<file path="src/rtl/instruction_fetch_unit.sv">
// Fetch stage: owns the PC, drives the instruction memory address and registers
// the returned word into IF/ID. Optional halt-word detection via IFU_HALT_DETECT_EN.
module instruction_fetch_unit #(
    parameter logic [31:0] RESET_PC  = 32'h0000_0000,
    parameter logic [31:0] HALT_WORD = 32'hFFFF_FFFF
) (
    input  logic        Clk,
    input  logic        Rst,
    output logic [31:0] ImemAddress,
    input  logic [31:0] ImemInstruction,
    input  logic        Stall,
    input  logic        Flush,
    input  logic        Redirect,
    input  logic [31:0] RedirectTarget,
    output logic [31:0] IFID_Instruction,
    output logic [31:0] IFID_PCPlus4,
    output logic        IFID_Valid,
    output logic        Misaligned,
    output logic [31:0] FetchCount,
    output logic        Halted
);

    localparam int unsigned XLEN = 32;
    localparam logic [XLEN-1:0] ALIGN_MASK = ~XLEN'(3);
    localparam logic [XLEN-1:0] PC_INIT    = RESET_PC & ALIGN_MASK;

`ifdef IFU_HALT_DETECT_EN
    typedef enum logic {ST_RUN, ST_HALT} state_t;
    state_t state_q, state_d;
    logic   halted_q, halted_d;
`endif

    logic [XLEN-1:0] pc_q, pc_d;
    logic [XLEN-1:0] instr_q, instr_d;
    logic [XLEN-1:0] pcp4_q, pcp4_d;
    logic            valid_q, valid_d;
    logic            mis_q, mis_d;
    logic [XLEN-1:0] count_q, count_d;
    logic [XLEN-1:0] pc_plus4_c;
    logic            advance_c, fetch_c, bubble_c;

    // Next-state: PC, IF/ID and bookkeeping from redirect/flush/stall priorities
    always_comb begin
        pc_d       = pc_q;
        instr_d    = instr_q;
        pcp4_d     = pcp4_q;
        valid_d    = valid_q;
        mis_d      = mis_q;
        count_d    = count_q;
        pc_plus4_c = pc_q + XLEN'(4);
        advance_c  = !Redirect && !Stall;
        fetch_c    = !Redirect && !Flush && !Stall;
        bubble_c   = Redirect || Flush;
`ifdef IFU_HALT_DETECT_EN
        state_d    = state_q;
        if (state_q == ST_HALT) begin
            // Parked: PC frozen, IF/ID drains to bubbles unless stalled
            advance_c = 1'b0;
            fetch_c   = 1'b0;
            bubble_c  = Redirect || Flush || !Stall;
        end else if (fetch_c && (ImemInstruction == HALT_WORD)) begin
            advance_c = 1'b0;
            state_d   = ST_HALT;
        end
        if (Redirect) begin
            state_d = ST_RUN;
        end
        halted_d = (state_d == ST_HALT);
`endif

        if (Redirect) begin
            pc_d = RedirectTarget & ALIGN_MASK;
            if (RedirectTarget[1:0] != 2'b00) begin
                mis_d = 1'b1;
            end
        end else if (advance_c) begin
            pc_d = pc_plus4_c;
        end

        if (fetch_c) begin
            instr_d = ImemInstruction;
            pcp4_d  = pc_plus4_c;
            valid_d = 1'b1;
            count_d = count_q + XLEN'(1);
        end else if (bubble_c) begin
            instr_d = '0;
            valid_d = 1'b0;
        end
    end

    always_ff @(posedge Clk or negedge Rst) begin
        if (!Rst) begin
            pc_q     <= PC_INIT;
            instr_q  <= '0;
            pcp4_q   <= '0;
            valid_q  <= 1'b0;
            mis_q    <= 1'b0;
            count_q  <= '0;
`ifdef IFU_HALT_DETECT_EN
            state_q  <= ST_RUN;
            halted_q <= 1'b0;
`endif
        end else begin
            pc_q     <= pc_d;
            instr_q  <= instr_d;
            pcp4_q   <= pcp4_d;
            valid_q  <= valid_d;
            mis_q    <= mis_d;
            count_q  <= count_d;
`ifdef IFU_HALT_DETECT_EN
            state_q  <= state_d;
            halted_q <= halted_d;
`endif
        end
    end

    assign ImemAddress      = pc_q;
    assign IFID_Instruction = instr_q;
    assign IFID_PCPlus4     = pcp4_q;
    assign IFID_Valid       = valid_q;
    assign Misaligned       = mis_q;
    assign FetchCount       = count_q;

`ifdef IFU_HALT_DETECT_EN
    assign Halted = halted_q;
`else
    // Halt word is an ordinary instruction in this build
    logic halt_word_unused;
    assign halt_word_unused = ^HALT_WORD;
    assign Halted           = 1'b0;
`endif

endmodule

</file>
<file path="config.mk">
export PLATFORM = sky130hd
export DESIGN_NAME = instruction_fetch_unit
export DESIGN_NICKNAME = d
export VERILOG_FILES = /design/src/rtl/instruction_fetch_unit.sv
export SDC_FILE = /design/constraint.sdc
export NUM_CORES = 1
export LEC_CHECK = 0
export BUFFER_PORTS_ARGS = -buffer_cell sky130_fd_sc_hd__buf_2
export CORE_UTILIZATION = 46
export CTS_CLUSTER_DIAMETER = 150
export DETAILED_ROUTE_END_ITERATION = 12
export GPL_TIMING_DRIVEN = 0
export PLACE_DENSITY = 0.84
export SETUP_SLACK_MARGIN = 0.4
export SYNTH_ARGS = -nofsm -noshare
export SYNTH_HDL_FRONTEND = slang
export SYNTH_SLANG_ARGS = --single-unit
</file>
<file path="constraint.sdc">
create_clock -name Clk -period 1.8 [get_ports Clk]
set_input_delay 0.18 -clock Clk [delete_from_list [all_inputs] [get_ports Clk]]
set_output_delay 0.18 -clock Clk [all_outputs]
set_load 0.1 [all_outputs]
</file>
==> results of run 1 <==
[logic make-up after synthesis]
family / share of synthesized area
other: 0.000629
buffers and inverters: 0.0369
muxes: 0.00168
and+or+nand+nor: 0.201
AOI/OAI and AO/OA: 0.0974
xor gates and xnor gates: 0.129
DFF: 0.529
adders and majority gates: 0.00420
[repair_timing]
action	4_1_cts	5_1_grt
setup endpoints to repair	128	133
hold buffers	60	0
endpoints found under the hold margin	92	0
setup buffers	50	25
gates resized for setup	150	131
cloned	0	0
pin swaps	67	54
[state kept, by name (all words and copies together), names as in the netlist]
register / count
FetchCount: 32
IFID_Valid: 1
Misaligned: 1
ImemAddress: 30
IFID_PCPlus4: 30
IFID_Instruction: 32
[metrics by stage]
step / TNS, ns / power (W) / setup WS (ns)
2_1_floorplan: -0.575 / 0.00587 / -0.0826
3_3_place_gp: -157.48 / 0.00643 / -1.51
3_5_place_dp: -0.0923 / 0.00647 / -0.0275
4_1_cts: 0 / 0.0102 / 0.132
5_1_grt: -0.126 / 0.0109 / -0.0417
6_report: -0.0173 / 0.0106 / -0.0103
[power breakdown]
| group | internal, W | total [W] | switching [W] |
|---|---|---|---|
| Clock | 0.00222 | 0.00351 | 0.00130 |
| Combinational | 0.000929 | 0.00365 | 0.00272 |
| Sequential | 0.00316 | 0.00347 | 0.000318 |
[synth_stat cells (4+ instances only)]
cell type,number
nand4_1,11
and4_1,5
xnor2_1,57
nand3_1,23
nor2_1,25
buf_2,6
nor3_1,11
nand2_1,98
nor3_2,4
o21ai_1,13
a22o_1,32
and3_1,5
xor2_1,31
dfrtp_1,126
buf_4,5
o21ai_0,47
clkbuf_1,22
inv_1,7
[cell type report]
cell class	instances	area (sq um)	area share
Buffer	37	269	0.0255
Clock buffer	26	509	0.0483
Clock inverter	6	80.1	0.00759
Inverter	7	31.3	0.00296
Multi-Input combinational cell	404	3340	0.316
Sequential cell	126	3340	0.316
Tap cell	172	215	0.0204
Timing Repair Buffer	328	2770	0.263
[path summary, 6_finish.rpt]
path                                    startpoint         endpoint  slack [ns]  depth (start not counted)
max in group asynchronous                      Rst   ImemAddress[6]        0.76                          3
worst max register to register      ImemAddress[3]  ImemAddress[18]       -0.01                          7
min in group asynchronous                      Rst   FetchCount[16]        0.23                          2
worst min register to register      FetchCount[31]   FetchCount[31]        0.46                          1
worst min-delay path            RedirectTarget[31]  ImemAddress[31]       0.004                          3
worst max-delay path                ImemAddress[3]  ImemAddress[18]       -0.01                          7
[layer usage]
metal,GRT usage,part of all wire
met5,0,0
met4,0.183,0.064
met2,0.562,0.50
met1,0.365,0.34
met3,0.0659,0.091
[critical path: stages, from the launching register on]
cell     delay [ns]
dfrtp_4        0.45
ha_4           0.17
nand3_4        0.14
nor4_4         0.22
buf_6          0.19
nand2_1        0.10
xor2_1         0.30
o21ai_1        0.10
==> impl_metrics.yaml, run 1 <==
placed_design:
  place_area_sq_um: 7700
  hpwl_microns: 10900
  place.gp.congestion: 0.805
  placed_cells: 939
  portBuffers: 192
grt:
  grt_max_degree: 94
  grt_pass1_wl_microns: 32200
  groute.usage.overall: 0.321
  grt_overflow_total: 0
  first_global_vias: 6165
  antenna_found_initial: 0
setup_path:
  critPathKind: "register to register"
  cp-end-kind: "register"
  cp.required_ns: 2.09
  crit_path_start_kind: "register"
  arrival_ns: 2.10
  crit_path_max_fanout: 7
finish:
  layoutNonFillerInstCount: 1106
  design_area_sq_um: 10600
  final_core_util: 0.836
  design.final.nets: 992
  final_cell_mix: "buf_4, buf_2, nand2_1"
  drive_gt1_frac: 0.525
  area_growth_pct: 76.9
  nFillCells: 598
  layout_commonest_cell: "buf_4"
  n_antenna_cell: 0
timing:
  min_period_over_period: 1.01
  fin_hold_ws_ns: 0.00446
  setup_viol: 2
  fin_ws_ns: -0.0103
  relSlewSlack: 0.249
  worst_pin_slew_ns: 1.13
  period_minus_slack_ns: 1.81
  finalHoldViolCount: 0
  grt_setup_unrepaired: "yes"
  drv_slew: 0
  fmax_ghz: 0.552
  fin_worst_skew_ns: 0.0215
detailed_routing:
  wl_microns: 25600
  wl_per_cell_microns: 23.1
  firstDrtPassIters: 5
  ant_nets: 0
  drc: 0
  vias_per_cell: 5.75
  via_count: 6364
  drt_iter0_drc: 535
worst_hold_path:
  hold_class: "input port to register"
power:
  ir_worst_vdd_mv: 0.727
  p_leak_nw: 4.87
  p_per_area_nw_per_um2: 1010
logic_synthesis:
  async_flop_share: 1.00
  syn_area_sq_um: 5960
  synth.distinct_cells: 43
  ys_seq_area_frac: 0.529
  synthTopCellsByArea: "dfrtp_1, xnor2_1, nand2_1"
  yosysTopAreaCell: "dfrtp_1"
  synth_flop_cell: "dfrtp_1"
  synth_area_per_cell_sq_um: 10.5
  syn_inst: 570
  yosysWarnings: 0
  synth-edff-count: 0
  ys_ff_latch: 126
  synth_top_area_frac: 0.529
floorplan:
  dieArea_sq_um: 13400
  io_pins: 200
  die_h_microns: 116
  start_util: 0.473
  fp-row-count: 41
  die_w_microns: 116
  core_area_sq_um: 12600
outcome:
  violations: "negative setup slack"
  outcome: "finished with violations"
clocking:
  clkTransAtPathRegs_ns: 0.06
  root_buffer: "clkbuf_16"
  cts_max_level: 4
  clock_latency_ns: 0.43
  cts_max_path_buffers: 2
  cts_tree: "yes"
  clock-sinks: 126
  cts_buffers: 17
run:
  drv_cap: 0
(Power assumes the default switching activity.)
==> inputs of run 2 (changes only) <==
Settings changed: HOLD_SLACK_MARGIN set to 0.05.
==> impl_metrics.yaml, run 2 (synthesized netlist as in run 1, its figures left out) <==
grt:
  groute.usage.overall: 0.314
  grt_pass1_wl_microns: 31700
  grt_max_degree: 94
  first_global_vias: 6061
  grt_overflow_total: 0
  antenna_found_initial: 0
clocking:
  cts_tree: "yes"
  clock_latency_ns: 0.42
  root_buffer: "clkbuf_16"
  clock-sinks: 126
  clkTransAtPathRegs_ns: 0.06
  cts_max_level: 4
  cts_buffers: 17
  cts_max_path_buffers: 2
outcome:
  outcome: "complete, no violations"
finish:
  seq_area_sq_um: 3340
  n_antenna_cell: 0
  nFillCells: 566
  final_core_util: 0.846
  design.final.nets: 1004
  final_cell_mix: "buf_4, nand2_1, buf_2"
  drive_gt1_frac: 0.525
  design_area_sq_um: 10700
  area_growth_pct: 78.9
  multi_input_area_sq_um: 3320
  layout_commonest_cell: "buf_4"
placed_design:
  portBuffers: 192
  dp_slack_ns: -0.0275
  place_area_sq_um: 7700
  hpwl_microns: 10900
  place.gp.congestion: 0.805
detailed_routing:
  drc: 0
  wl_per_cell_microns: 22.9
  firstDrtPassIters: 7
  drt_iter0_drc: 643
  vias_per_cell: 5.74
  wl_microns: 25600
  via_count: 6419
  ant_nets: 0
timing:
  fin_worst_skew_ns: 0.0199
  min_period_over_period: 0.996
  grt_setup_unrepaired: "yes"
  period_minus_slack_ns: 1.79
  worst_pin_slew_ns: 1.14
  setup_tns_ns: 0
  relSlewSlack: 0.239
  setup_viol: 0
  fmax_ghz: 0.558
  drv_slew: 0
  fin_ws_ns: 0.00712
  finalHoldViolCount: 0
setup_path:
  crit_buf_inv: 1
  cp_top_family: "simple AND/OR/NAND/NOR gates"
  cp_slowest_cell: "dfrtp_4"
  critPathKind: "register to register"
  crit_path_start_kind: "register"
  arrival_ns: 2.06
  max_stage_delay_ns: 0.45
  cp.required_ns: 2.07
  cp_cell_sequence: "ha_4 > nand3_4 > buf_4 > nor4_4 > nand3_2 > xor2_1 > o21ai_1"
  cp-end-kind: "register"
  crit_path_max_fanout: 7
power:
  ir_worst_vdd_mv: 0.717
  p_per_area_nw_per_um2: 1000
  p_leak_nw: 4.97
  power_w: 0.0107
run:
  drv_cap: 0
worst_hold_path:
  hold_class: "input port to register"
floorplan:
  die_h_microns: 116
  dieArea_sq_um: 13400
  fp-row-count: 41
  io_pins: 200
  start_util: 0.473
  die_w_microns: 116
  core_area_sq_um: 12600
## run 2: area by class of cell
class                      instances  share of cell area
inverter                           7             0.00293
timing repair buffer             340               0.272
clock buffer                      26              0.0477
clock inverter                     6             0.00750
multi-input combinational        404               0.311
buffer                            37              0.0252
sequential                       126               0.313
tap                              172              0.0202
## run 2: metrics by stage
stage               std cells  hold WS [ns]
finish                   1118         0.198
global route             1118         0.216
CTS                      1084         0.102
detailed placement        939        0.0936
global placement          938         0.387
floorplan                 574        -0.116
## run 2: path summary, 6_finish.rpt
path                                     start         endpoint  slack (ns)  cells past startpoint
worst max-delay path            ImemAddress[3]  ImemAddress[30]       0.007                      7
min in group asynchronous                  Rst  ImemAddress[24]        0.28                      2
max in group asynchronous                  Rst   ImemAddress[6]        0.71                      3
worst max register to register  ImemAddress[3]  ImemAddress[30]       0.007                      7
worst min-delay path                     Flush    FetchCount[2]        0.20                      4
worst min register to register  FetchCount[31]   FetchCount[31]        0.46                      1
## run 2: worst min-delay path: stages
cell and delay, ns:
buf_2 0.12, nor3_4 0.09, nand2_4 0.10, xnor2_1 0.06
## run 2: per-layer routing
layer / global-route usage / up-vias / part of all wire
li1: - / 2669 / -
met1: 0.362 / 3128 / 0.35
met2: 0.562 / 490 / 0.51
met3: 0.0706 / 132 / 0.086
met4: 0.134 / 0 / 0.054
met5: 0 / - / 0
## run 2: power breakdown
group | internal [W] | switching [W] | total [W]
combinational | 0.000959 | 0.00274 | 0.00370
clock | 0.00222 | 0.00131 | 0.00353
sequential | 0.00316 | 0.000316 | 0.00347
total | 0.00633 | 0.00436 | 0.0107
## run 2: repair_timing
item / in CTS / in global routing
pin swaps: 67 / 49
gates cloned: 0 / 0
setup endpoints to repair: 128 / 142
hold buffers: 63 / 0
setup buffers: 50 / 34
gates resized for setup: 150 / 142
hold endpoints to repair: 95 / 0
==> inputs of run 3 (changes only) <==
Settings changed: CORE_ASPECT_RATIO set to 1.25.
==> impl_metrics.yaml, run 3 (synthesized netlist as in run 1, its figures left out) <==
setup_path:
  critPathKind: "register to register"
  crit_path_max_fanout: 6
  max_stage_delay_ns: 0.46
  cp_slowest_cell: "dfrtp_4"
  arrival_ns: 2.09
  crit_path_start_kind: "register"
  cp-end-kind: "register"
  cp_top_family: "simple AND/OR/NAND/NOR gates"
  cp.required_ns: 2.05
  crit_buf_inv: 1
  cp_cell_sequence: "nand4_4 > nor4_4 > buf_6 > nand3_4 > xor2_1 > o21ai_1"
power:
  power_w: 0.0108
  p_per_area_nw_per_um2: 1040
  p_leak_nw: 4.78
  ir_worst_vdd_mv: 0.680
grt:
  grt_overflow_total: 0
  grt_max_degree: 80
  first_global_vias: 5982
  antenna_found_initial: 2
  grt_pass1_wl_microns: 31300
  groute.usage.overall: 0.302
clocking:
  cts_max_path_buffers: 2
  clock_latency_ns: 0.41
  root_buffer: "clkbuf_16"
  clkTransAtPathRegs_ns: 0.07
  cts_buffers: 17
  cts_max_level: 4
  clock-sinks: 126
  cts_tree: "yes"
timing:
  drv_slew: 0
  setup_viol: 2
  relSlewSlack: 0.355
  min_period_over_period: 1.02
  setup_tns_ns: -0.0639
  finalHoldViolCount: 0
  worst_pin_slew_ns: 0.967
  grt_setup_unrepaired: "yes"
  fmax_ghz: 0.543
  fin_ws_ns: -0.0430
  fin_worst_skew_ns: 0.0184
  period_minus_slack_ns: 1.84
detailed_routing:
  drt_iter0_drc: 487
  firstDrtPassIters: 5
  wl_microns: 24800
  vias_per_cell: 5.71
  drc: 0
  ant_nets: 0
  wl_per_cell_microns: 22.4
  via_count: 6313
floorplan:
  fp-row-count: 46
  start_util: 0.471
  dieArea_sq_um: 13400
  core_area_sq_um: 12700
  io_pins: 200
  die_w_microns: 104
  die_h_microns: 129
placed_design:
  portBuffers: 192
  dp_slack_ns: -0.192
  place.gp.congestion: 0.799
  hpwl_microns: 11300
finish:
  design.final.nets: 995
  drive_gt1_frac: 0.518
  final_cell_mix: "buf_4, buf_2, nand2_1"
  layout_commonest_cell: "buf_4"
  area_growth_pct: 74.3
worst_hold_path:
  hold_class: "input port to register"
run:
  drv_cap: 0
outcome:
  outcome: "finished with violations"
  violations: "negative setup slack"
[run 3: timing repair]
action                                 4_1_cts  5_1_grt
gates resized for setup                    114      113
endpoints found under the hold margin      110        0
pin swaps                                   34       50
hold buffers                                65        0
setup endpoints to repair                  150      111
setup buffers                               50       23
[run 3: worst paths after layout]
path                                start                   end  slack, ns  cells after the start
max                        ImemAddress[9]       ImemAddress[22]      -0.04                      6
min                                 Flush         FetchCount[2]       0.20                      4
max reg2reg                ImemAddress[9]       ImemAddress[22]      -0.04                      6
min reg2reg                FetchCount[31]        FetchCount[31]       0.47                      1
max in group asynchronous             Rst        ImemAddress[2]       0.74                      3
min in group asynchronous             Rst  IFID_Instruction[31]       0.28                      2
[run 3: power breakdown]
part | internal [W] | leakage (nW) | total (W) | switching, W
combinational | 0.000935 | 2.93 | 0.00368 | 0.00275
sequential | 0.00316 | 1.55 | 0.00347 | 0.000314
clock | 0.00233 | 0.299 | 0.00368 | 0.00135
[run 3: through the flow]
stage | hold WS [ns] | area, sq um | utilization | std cells
final | 0.198 | 10400 | 0.821 | 1106
after global routing | 0.208 | 10400 | 0.821 | 1106
after CTS | 0.184 | 9730 | 0.769 | 1082
after detailed placement | 0.140 | 7690 | 0.608 | 935
after global placement | 0.391 | 7660 | 0.605 | 934
after floorplan | -0.116 | 6490 | - | 574
[run 3: metal layers]
layer / vias up / GRT usage / wire (microns)
li1: 2651 / - / -
met1: 3095 / 0.326 / 8760
met2: 438 / 0.557 / 12700
met3: 129 / 0.0679 / 1900
met4: 0 / 0.155 / 1440
met5: - / 0 / 0
[run 3: layout make-up]
class | instances | area, sq um
multi-input combinational | 404 | 3270
antenna | 1 | 2.50
fill | 663 | 2270
inverter | 7 | 26.3
tap | 168 | 210
timing repair buffer | 331 | 2660
clock inverter | 9 | 133
sequential | 126 | 3340
clock buffer | 23 | 488
buffer | 37 | 269
[run 3: worst reg2reg max path, stage by stage, from the launching register on]
cell	delay (ns)
dfrtp_4	0.46
nand4_4	0.19
nor4_4	0.32
buf_6	0.20
nand3_4	0.10
xor2_1	0.26
o21ai_1	0.15
